$ cat src/rtl/io_uart_pkg.sv
//==============================================================================
// Module : io_uart_pkg
// Register offsets, STATUS bit positions and TX FSM encoding for io_uart_tx.
// Optional build macro: UART_TX_PARITY_EN (adds the PARITY state).
// Rev    : 1.0
//==============================================================================
`default_nettype none

package io_uart_pkg;

  localparam int TXDATA_OFS = 0;
  localparam int STATUS_OFS = 1;

  localparam int STAT_FULL      = 0;
  localparam int STAT_EMPTY     = 1;
  localparam int STAT_BUSY      = 2;
  localparam int STAT_OVF       = 3;
  localparam int STAT_COUNT_LSB = 4;

`ifdef UART_TX_PARITY_EN
  typedef enum logic [2:0] {
    ST_IDLE   = 3'd0,
    ST_START  = 3'd1,
    ST_DATA   = 3'd2,
    ST_PARITY = 3'd3,
    ST_STOP   = 3'd4
  } uart_state_e;
`else
  typedef enum logic [1:0] {
    ST_IDLE  = 2'd0,
    ST_START = 2'd1,
    ST_DATA  = 2'd2,
    ST_STOP  = 2'd3
  } uart_state_e;
`endif

endpackage

`default_nettype wire

$ cat src/rtl/io_uart_fifo.sv
//==============================================================================
// Module : io_uart_fifo
// 8-bit synchronous FIFO with combinational head; pushes when full are dropped.
// Rev    : 1.0
//==============================================================================
`default_nettype none

module io_uart_fifo
  import io_uart_pkg::*;
#(
  parameter int DEPTH_LOG2 = 3
) (
  input  logic                  clock,
  input  logic                  reset_n,
  input  logic                  push,
  input  logic                  pop,
  input  logic [7:0]            wdata,
  output logic [7:0]            rdata,
  output logic                  full,
  output logic                  empty,
  output logic [DEPTH_LOG2:0]   count
);

  localparam int c_depth = 2 ** DEPTH_LOG2;

  logic [7:0]            r_mem [c_depth];
  logic [DEPTH_LOG2-1:0] r_wr_ptr;
  logic [DEPTH_LOG2-1:0] r_rd_ptr;
  logic [DEPTH_LOG2:0]   r_count;
  logic                  w_push_ok;
  logic                  w_pop_ok;

  // Full/empty are judged on the pre-edge count, so a push into a full FIFO
  // is lost even when a pop happens in the same cycle.
  assign full      = (r_count == (DEPTH_LOG2 + 1)'(c_depth));
  assign empty     = (r_count == '0);
  assign w_push_ok = push & ~full;
  assign w_pop_ok  = pop & ~empty;
  assign rdata     = r_mem[r_rd_ptr];
  assign count     = r_count;

  always_ff @(posedge clock or negedge reset_n) begin
    if (!reset_n) begin
      r_wr_ptr <= '0;
      r_rd_ptr <= '0;
      r_count  <= '0;
    end else begin
      if (w_push_ok) r_wr_ptr <= r_wr_ptr + 1'b1;
      if (w_pop_ok)  r_rd_ptr <= r_rd_ptr + 1'b1;
      case ({w_push_ok, w_pop_ok})
        2'b10:   r_count <= r_count + 1'b1;
        2'b01:   r_count <= r_count - 1'b1;
        default: r_count <= r_count;
      endcase
    end
  end

  always_ff @(posedge clock) begin
    if (w_push_ok) r_mem[r_wr_ptr] <= wdata;
  end

endmodule

`default_nettype wire

$ cat src/rtl/io_uart_tx.sv
//==============================================================================
// Module : io_uart_tx
// Memory-mapped UART transmitter (TXDATA/STATUS) serialising a TX FIFO as 8N1.
// Optional build macro: UART_TX_PARITY_EN (8E1 framing).
// Rev    : 1.0
//==============================================================================
`default_nettype none

module io_uart_tx
  import io_uart_pkg::*;
#(
  parameter int                    DATA_WIDTH      = 16,
  parameter logic [DATA_WIDTH-1:0] BASE_ADDR       = 16'hC000,
  parameter int                    CLKS_PER_BIT    = 217,
  parameter int                    FIFO_DEPTH_LOG2 = 3
) (
  input  logic                  clock,
  input  logic                  reset_n,
  input  logic [DATA_WIDTH-1:0] io_addr,
  input  logic                  io_write,
  input  logic [DATA_WIDTH-1:0] io_wr_data,
  output logic [DATA_WIDTH-1:0] io_rd_data,
  output logic                  uart_tx,
  output logic                  tx_busy
);

  localparam int c_cnt_w  = FIFO_DEPTH_LOG2 + 1;
  localparam int c_baud_w = (CLKS_PER_BIT > 1) ? $clog2(CLKS_PER_BIT) : 1;
  localparam logic [c_baud_w-1:0]   c_baud_last   = c_baud_w'(CLKS_PER_BIT - 1);
  localparam logic [DATA_WIDTH-1:0] c_txdata_addr = DATA_WIDTH'(BASE_ADDR + TXDATA_OFS);
  localparam logic [DATA_WIDTH-1:0] c_status_addr = DATA_WIDTH'(BASE_ADDR + STATUS_OFS);

  uart_state_e          r_state, w_state_next;
  logic [c_baud_w-1:0]  r_baud, w_baud_next;
  logic [2:0]           r_bit_idx, w_bit_idx_next;
  logic [7:0]           r_shift, w_shift_next;
  logic                 r_tx, w_tx_next;
  logic                 r_ovf;
`ifdef UART_TX_PARITY_EN
  logic                 r_parity, w_parity_next;
`endif

  logic                 w_sel_data, w_sel_status;
  logic                 w_push, w_pop, w_full, w_empty, w_baud_term;
  logic [7:0]           w_head;
  logic [c_cnt_w-1:0]   w_count;
  logic [DATA_WIDTH-1:0] w_status;
  logic                 w_unused_wr_data;

  assign w_sel_data       = (io_addr == c_txdata_addr);
  assign w_sel_status     = (io_addr == c_status_addr);
  assign w_push           = io_write & w_sel_data;
  assign w_pop            = (r_state == ST_IDLE) & ~w_empty;
  assign w_baud_term      = (r_baud == c_baud_last);
  assign w_unused_wr_data = ^io_wr_data[DATA_WIDTH-1:8];

  io_uart_fifo #(
    .DEPTH_LOG2 (FIFO_DEPTH_LOG2)
  ) u_fifo (
    .clock   (clock),
    .reset_n (reset_n),
    .push    (w_push),
    .pop     (w_pop),
    .wdata   (io_wr_data[7:0]),
    .rdata   (w_head),
    .full    (w_full),
    .empty   (w_empty),
    .count   (w_count)
  );

  always_comb begin
    w_status                               = '0;
    w_status[STAT_FULL]                    = w_full;
    w_status[STAT_EMPTY]                   = w_empty;
    w_status[STAT_BUSY]                    = tx_busy;
    w_status[STAT_OVF]                     = r_ovf;
    w_status[STAT_COUNT_LSB +: c_cnt_w]    = w_count;
  end

  // The CPU latches read data on the same edge as the load, so no register here.
  assign io_rd_data = w_sel_status ? w_status : '0;
  assign uart_tx    = r_tx;
  assign tx_busy    = (r_state != ST_IDLE) | ~w_empty;

  always_ff @(posedge clock or negedge reset_n) begin
    if (!reset_n) begin
      r_ovf <= 1'b0;
    end else if (w_push && w_full) begin
      r_ovf <= 1'b1;
    end else if (io_write && w_sel_status) begin
      r_ovf <= 1'b0;
    end
  end

  always_ff @(posedge clock or negedge reset_n) begin
    if (!reset_n) begin
      r_state   <= ST_IDLE;
      r_baud    <= '0;
      r_bit_idx <= '0;
      r_shift   <= '0;
      r_tx      <= 1'b1;
`ifdef UART_TX_PARITY_EN
      r_parity  <= 1'b0;
`endif
    end else begin
      r_state   <= w_state_next;
      r_baud    <= w_baud_next;
      r_bit_idx <= w_bit_idx_next;
      r_shift   <= w_shift_next;
      r_tx      <= w_tx_next;
`ifdef UART_TX_PARITY_EN
      r_parity  <= w_parity_next;
`endif
    end
  end

  always_comb begin
    w_state_next   = r_state;
    w_baud_next    = w_baud_term ? '0 : r_baud + c_baud_w'(1);
    w_bit_idx_next = r_bit_idx;
    w_shift_next   = r_shift;
    w_tx_next      = r_tx;
`ifdef UART_TX_PARITY_EN
    w_parity_next  = r_parity;
`endif
    case (r_state)
      ST_IDLE: begin
        w_baud_next = '0;
        w_tx_next   = 1'b1;
        if (!w_empty) begin
          w_shift_next = w_head;
          w_tx_next    = 1'b0;
          w_state_next = ST_START;
`ifdef UART_TX_PARITY_EN
          w_parity_next = ^w_head;
`endif
        end
      end
      ST_START: begin
        if (w_baud_term) begin
          w_tx_next      = r_shift[0];
          w_bit_idx_next = '0;
          w_state_next   = ST_DATA;
        end
      end
      ST_DATA: begin
        if (w_baud_term) begin
          if (r_bit_idx == 3'd7) begin
`ifdef UART_TX_PARITY_EN
            w_tx_next    = r_parity;
            w_state_next = ST_PARITY;
`else
            w_tx_next    = 1'b1;
            w_state_next = ST_STOP;
`endif
          end else begin
            // Shift right so the next data bit is always at [0] after the edge.
            w_shift_next   = {1'b0, r_shift[7:1]};
            w_tx_next      = r_shift[1];
            w_bit_idx_next = r_bit_idx + 3'd1;
          end
        end
      end
`ifdef UART_TX_PARITY_EN
      ST_PARITY: begin
        if (w_baud_term) begin
          w_tx_next    = 1'b1;
          w_state_next = ST_STOP;
        end
      end
`endif
      ST_STOP: begin
        if (w_baud_term) begin
          w_state_next = ST_IDLE;
        end
      end
      default: begin
        w_tx_next    = 1'b1;
        w_state_next = ST_IDLE;
      end
    endcase
  end

endmodule

`default_nettype wire

$ cat config.mk
export PLATFORM = sky130hd
export DESIGN_NAME = io_uart_tx
export DESIGN_NICKNAME = d
export VERILOG_FILES = /design/src/rtl/io_uart_pkg.sv /design/src/rtl/io_uart_fifo.sv /design/src/rtl/io_uart_tx.sv
export SDC_FILE = /design/constraint.sdc
export NUM_CORES = 1
export LEC_CHECK = 0
export ABC_AREA = 0
export CAP_MARGIN = 20
export CORE_AREA = 2 2 84 106
export DETAILED_ROUTE_END_ITERATION = 16
export DIE_AREA = 0 0 86 108
export PLACE_DENSITY = 0.79
export SETUP_SLACK_MARGIN = 0.4
export SKIP_LAST_GASP = 1
export SYNTH_ARGS = -nofsm -noshare
export SYNTH_HDL_FRONTEND = slang
export SYNTH_HIERARCHICAL = 1
export SYNTH_SLANG_ARGS = --single-unit
$ cat constraint.sdc
create_clock -name clock -period 3.4 [get_ports clock]
set_input_delay 0.51 -clock clock [delete_from_list [all_inputs] [get_ports clock]]
set_output_delay 0.51 -clock clock [all_outputs]
set_load 0.05 [all_outputs]
==> results.cfg, run 1 <==
[finish]
fillCellCount = 600
layout_commonest_cell = edfxtp_1
multi_input_area_um2 = 1700
area_delta_synth_final_pct = 15.9
drive_above_1_share = 0.174
num_antenna_cells = 0
layout_common_cells = 64 x edfxtp_1, 32 x dfrtp_1, 28 x clkdlybuf4s50_1
final_net_count = 412
seq_area_um2 = 2750

[synthesis]
synth-seq-cells = 97
yosysTopAreaCell = edfxtp_1
synthTopCellsByArea = edfxtp_1 42%, dfrtp_1 18%, mux4_1 9.2%, ha_1 3.6%, mux2_2 2.5%
seq_area_frac_synth = 0.604
netlist.area_leader.share = 0.422
synthCells = 311
synthFlopType = edfxtp_1
synth_edf_count = 64
synthesis.area_um2 = 4550
yosysWarnings = 6
synth_cell_types = 53
async_reset_ff_frac = 0.340
synth_area_per_cell_um2 = 14.6

[worst_setup_path]
r2r_cells = 10
path_cells = clkdlybuf4s50_1 -> nor4_4 -> and4_4 -> nor2b_4 -> nand2_2 -> ha_2 -> ha_1 -> or4b_2 -> o311ai_1 -> o211ai_1
critical_path_arrival_ps = 3110
slowest_stage = or4b_2
critPathCaptureType = flop
crit_family = simple AND/OR/NAND/NOR gates
r2r_slack_ps = 590
slowest_delay_ps = 630
crit_buf_inv = 1
rr_startpoint = u_fifo/count[0]
crit_fanout = 3
cp-start-kind = input pin
crit_start = io_addr[12]
crit_type = in -> reg
r2r-end = u_fifo/count[3]
crit_required_ps = 3640

[grt]
gr-usage-all-layers = 0.195
grt_max_degree = 34
grt_antenna_before_repair = 0
grt_pass1_wl_um = 13800
first_global_vias = 2788
grt.overflow.total = 0

[sta]
tightest_slew_ps = 946
fin_setup_tns_ps = 0
hold_viol = 0
fmax_ghz = 0.348
rsz0062_at_grt = false
slew_headroom = 0.370
min_period_over_period = 0.845
hold_slack_ps = 490
setup_viol = 0
min_period_ps = 2870
maxSlewViolCount = 0
finClkSkew_ps = 9.32

[min_path]
whs_endpoint = r_baud[0]
holdPathStages = 1
hp-start = r_baud[0]
min_path_type = reg -> reg

[routing]
routed_via_density = 5.83
drcViolationCount = 0
wire_per_inst_um = 17.9
via_count = 2703
drt-total-wl_um = 8290
drtIter0Drc = 171
antenna_left = 0
first_pass_iters = 4

[cts]
cts_tree = built
clockBufferDepth = 2
clkTransAtPathRegs_ps = 90
clock-root-buffer = clkbuf_8
postCtsHoldBufs = 0
cts_buffers = 9
h-tree-depth = 3
worst_skew_pair.late_latency_ps = 360
cts.sinks = 97

[status]
status = complete, no violations

[pwr]
clockPowerShare = 0.362
p_int_mw = 1.64
swShare = 0.216
seq_power_share = 0.603
power_leakage_nw = 2.05
switchingPower_uw = 451
peakVddDrop_uv = 315
p_per_area_nw_per_um2 = 396
comb_power_share = 0.035

[placed_design]
place.gp.congestion = 0.803
hpwl_um = 5600
io_buffers = 36

[run]
maxCapViolCount = 0

[die]
core-area_um2 = 8190
dieArea_um2 = 9290
initial_core_util = 0.555
pin_count = 53
die_h_um = 108
die_w_um = 86
row_count = 37
==> layout make-up <==
type | count | share of cell area
clock inverter | 6 | 0.0142
multi-input combinational | 189 | 0.322
inverter | 15 | 0.0107
tap | 97 | 0.0230
clock buffer | 9 | 0.0235
sequential | 97 | 0.521
timing repair buffer | 51 | 0.0859
==> worst max-delay path by stage <==
stage	endpoint	slack (ps)	depth (start not counted)
2_1_floorplan	u_fifo/count[3]	460	9
5_1_grt	u_fifo/count[3]	420	10
4_1_cts	u_fifo/count[3]	440	10
3_3_place_gp	u_fifo/count[3]	80	10
6_report	u_fifo/count[3]	530	10
3_5_place_dp	u_fifo/count[3]	-0.8	10
==> registers in the layout (all words and copies together), names as in the netlist <==
| name | cells |
|---|---|
| r_state | 2 |
| uart_tx | 1 |
| u_fifo/r_wr_ptr | 3 |
| r_bit_idx | 3 |
| r_baud | 8 |
| r_ovf | 1 |
| r_shift | 8 |
| u_fifo/count | 4 |
| u_fifo/r_mem | 64 |
| u_fifo/r_rd_ptr | 3 |
==> through the flow <==
step | cells | setup WS (ps) | total power [mW] | instance area, um2 | util
after floorplan | 318 | 464 | 1.31 | 4580 | -
after global placement | 448 | 84.4 | 1.35 | 5020 | 0.612
after detailed placement | 448 | -0.754 | 1.35 | 5020 | 0.612
after CTS | 463 | 441 | 2.10 | 5230 | 0.639
after global routing | 464 | 415 | 2.15 | 5280 | 0.644
final | 464 | 526 | 2.09 | 5280 | 0.644
==> cell families (layout without fill, tap and decap cells) <==
kind of cell | count (synthesis) | count (layout) | synth area share
AOI/OAI and AO/OA | 40 | 40 | 0.0619
other | 1 | 8 | 0.000824
buffers and inverters | 32 | 81 | 0.0410
muxes | 28 | 28 | 0.122
adders and majority gates | 14 | 14 | 0.0401
DFF | 97 | 97 | 0.604
xor gates and xnor gates | 12 | 12 | 0.0231
and+or+nand+nor | 87 | 87 | 0.107
==> routing by layer <==
layer  share of wire  vias to the layer above  GRT usage
met4           0.012                        0     0.0499
met2            0.54                       51      0.358
met1            0.42                     1358      0.233
li1                -                     1283          -
met5               0                        -          0
met3           0.030                       11     0.0374
==> power groups by stage <==
stage                     Combinational [mW]  Sequential, mW  Clock [mW]
after floorplan                       0.0281            1.28           0
after global placement                0.0669            1.28           0
after detailed placement              0.0690            1.28           0
after CTS                             0.0708            1.26       0.770
after global routing                  0.0791            1.26       0.815
final                                 0.0732            1.26       0.755
==> timing repair <==
item	CTS	global route
setup endpoints to repair	1	1
gates resized for setup	3	7
setup buffers	0	1
pin swaps	0	2
==> Yosys cell counts (all sizes together), types with 2 or more instances <==
cell type and number:
edfxtp 64, dfrtp 32, nor2 24, buf 16
mux4 16, inv 15, nand2 15, ha 13
mux2 11, nand3 11, and2 8, o21ai 8
o22ai 8, xnor2 8, a21oi 7, a221oi 5
nor4 4, nor4b 4, xor2 4, nor3 3
nor3b 3, o211ai 3, and3 2, and4 2
nand2b 2, nand3b 2, nor2b 2, o311ai 2
or4b 2
No activity file was read; power rests on OpenSTA's default activity.
==> run 2, diff against run 1 <==
- CORE_AREA: 2 2 84 106 -> 2 2 89 112
- DIE_AREA: 0 0 86 108 -> 0 0 91 114
- PLACE_DENSITY: 0.79 -> 0.74
- clock period: 3.4 -> 2.5 ns (I/O delays scaled with it)
==> run 2 against run 1 <==
Compared with the run above: clock power increased by 81%; wire length increased by 10%; sequential power increased by 36%.
==> results.cfg, run 2 (synthesized netlist as in run 1, its figures left out) <==
[finish]
largest_reg_flops = 64
final_net_count = 444
final_util = 0.631
layout_common_cells = 64 x edfxtp_1, 37 x buf_4, 28 x dfrtp_1
top_regs = u_fifo/r_mem: 64 flops, r_baud: 8 flops, r_shift: 8 flops
layout_commonest_cell = edfxtp_1
regMostFlops = u_fifo/r_mem
area_delta_synth_final_pct = 30.4
finalNonFillerCells = 526
drive_above_1_share = 0.358
num_antenna_cells = 0

[routing]
routed_via_density = 5.44
drtIter0Drc = 112
via_count = 2863
antenna_left = 0
first_pass_iters = 4
drcViolationCount = 0
wire_per_inst_um = 17.4
drt-total-wl_um = 9140

[worst_setup_path]
crit_type = reg -> reg
critPathCaptureType = flop
cp-start-kind = flop
crit_required_ps = 2710
r2r_slack_ps = 190
crit_fanout = 4
r2r_cells = 7
rr_startpoint = u_fifo/count[0]
r2r-end = u_fifo/count[3]
critical_path_arrival_ps = 2520

[pwr]
swShare = 0.225
p_per_area_nw_per_um2 = 535
switchingPower_uw = 715
p_int_mw = 2.46
clockPowerShare = 0.430
comb_power_share = 0.031
finalPower_mw = 3.18
seq_power_share = 0.539
peakVddDrop_uv = 472
power_leakage_nw = 2.33

[grt]
gr-usage-all-layers = 0.180
grt-busiest-layer = met2
grt_pass1_wl_um = 14400
first_global_vias = 2868
use_met1 = 0.222
grt_antenna_before_repair = 0
use_met2 = 0.320
grt.overflow.total = 0
use_met3 = 0.0271
grt_max_degree = 21

[die]
core-area_um2 = 9410
pin_count = 53
row_count = 40
dieArea_um2 = 10400
initial_core_util = 0.484
die_h_um = 114
die_w_um = 91

[sta]
rsz0062_at_grt = true
maxSlewViolCount = 0
fmax_ghz = 0.433
finClkSkew_ps = 9.35
min_period_ps = 2310
slew_headroom = 0.525
min_period_over_period = 0.924
tightest_slew_ps = 710
hold_viol = 0
setup_viol = 0
setup_ws_ps = 190
hold_slack_ps = 339

[status]
status = complete, no violations

[cts]
clock-root-buffer = clkbuf_16
clkTransAtPathRegs_ps = 80
postCtsHoldBufs = 0
worst_skew_pair.late_latency_ps = 340
h-tree-depth = 3
cts_buffers = 9
cts_tree = built
clockBufferDepth = 2
cts.sinks = 97

[placed_design]
place.gp.congestion = 0.780
dpl_worst_slack_ps = -396
place_inst = 490
io_buffers = 36
hpwl_um = 6050

[min_path]
hp-start = io_addr[0]
holdPathStages = 2
whs_endpoint = r_ovf
min_path_type = in -> reg

[run]
maxCapViolCount = 0
## run 2: final cells by class
| type | count | area (um2) |
|---|---|---|
| Clock buffer | 9 | 225 |
| Clock inverter | 7 | 76.3 |
| Fill cell | 692 | 3470 |
| Inverter | 15 | 56.3 |
| Multi-Input combinational cell | 189 | 1890 |
| Sequential cell | 97 | 2750 |
| Tap cell | 126 | 158 |
| Timing Repair Buffer | 83 | 774 |
## run 2: worst max-delay path by stage
stage / start / endpoint / depth (start not counted)
2_1_floorplan: io_addr[13] / u_fifo/count[3] / 9
3_3_place_gp: io_addr[13] / u_fifo/count[3] / 10
3_5_place_dp: io_addr[8] / u_fifo/count[3] / 10
4_1_cts: u_fifo/count[2] / u_fifo/count[3] / 9
5_1_grt: u_fifo/count[0] / u_fifo/count[3] / 7
6_report: u_fifo/count[0] / u_fifo/count[3] / 7
## run 2: stage by stage
step,cell area (um2),TNS (ps)
after floorplan,4680,0
after global placement,5350,-380
after detailed placement,5350,-911
after CTS,5820,0
after global routing,5930,0
final,5930,0
## run 2: layer usage
metal | routed length, um | vias to the layer above
met2 | 4960 | 59
met4 | 110 | 0
met5 | 0 | -
li1 | - | 1352
met3 | 287 | 12
met1 | 3790 | 1440
## run 2: power groups by stage
| stage | clock network, mW | registers, mW | logic, mW |
|---|---|---|---|
| floorplan | 0 | 1.75 | 0.0402 |
| global placement | 0 | 1.75 | 0.0988 |
| detailed placement | 0 | 1.75 | 0.102 |
| CTS | 1.40 | 1.71 | 0.0981 |
| global route | 1.46 | 1.71 | 0.106 |
| finish | 1.37 | 1.71 | 0.0981 |
## run 2: worst max-delay path, cell delays in order (launching register included)
cell and delay, ps:
dfrtp_2 460, or4b_4 590, nand2_4 100, ha_4 160
ha_4 200, or4b_4 480, o311ai_2 90, o211ai_1 100
## run 2: repair_timing
item                                    CTS  global route
pin swaps                                13            13
setup buffers                            13             7
resized for setup                        53            52
endpoints found under the setup margin   76            84
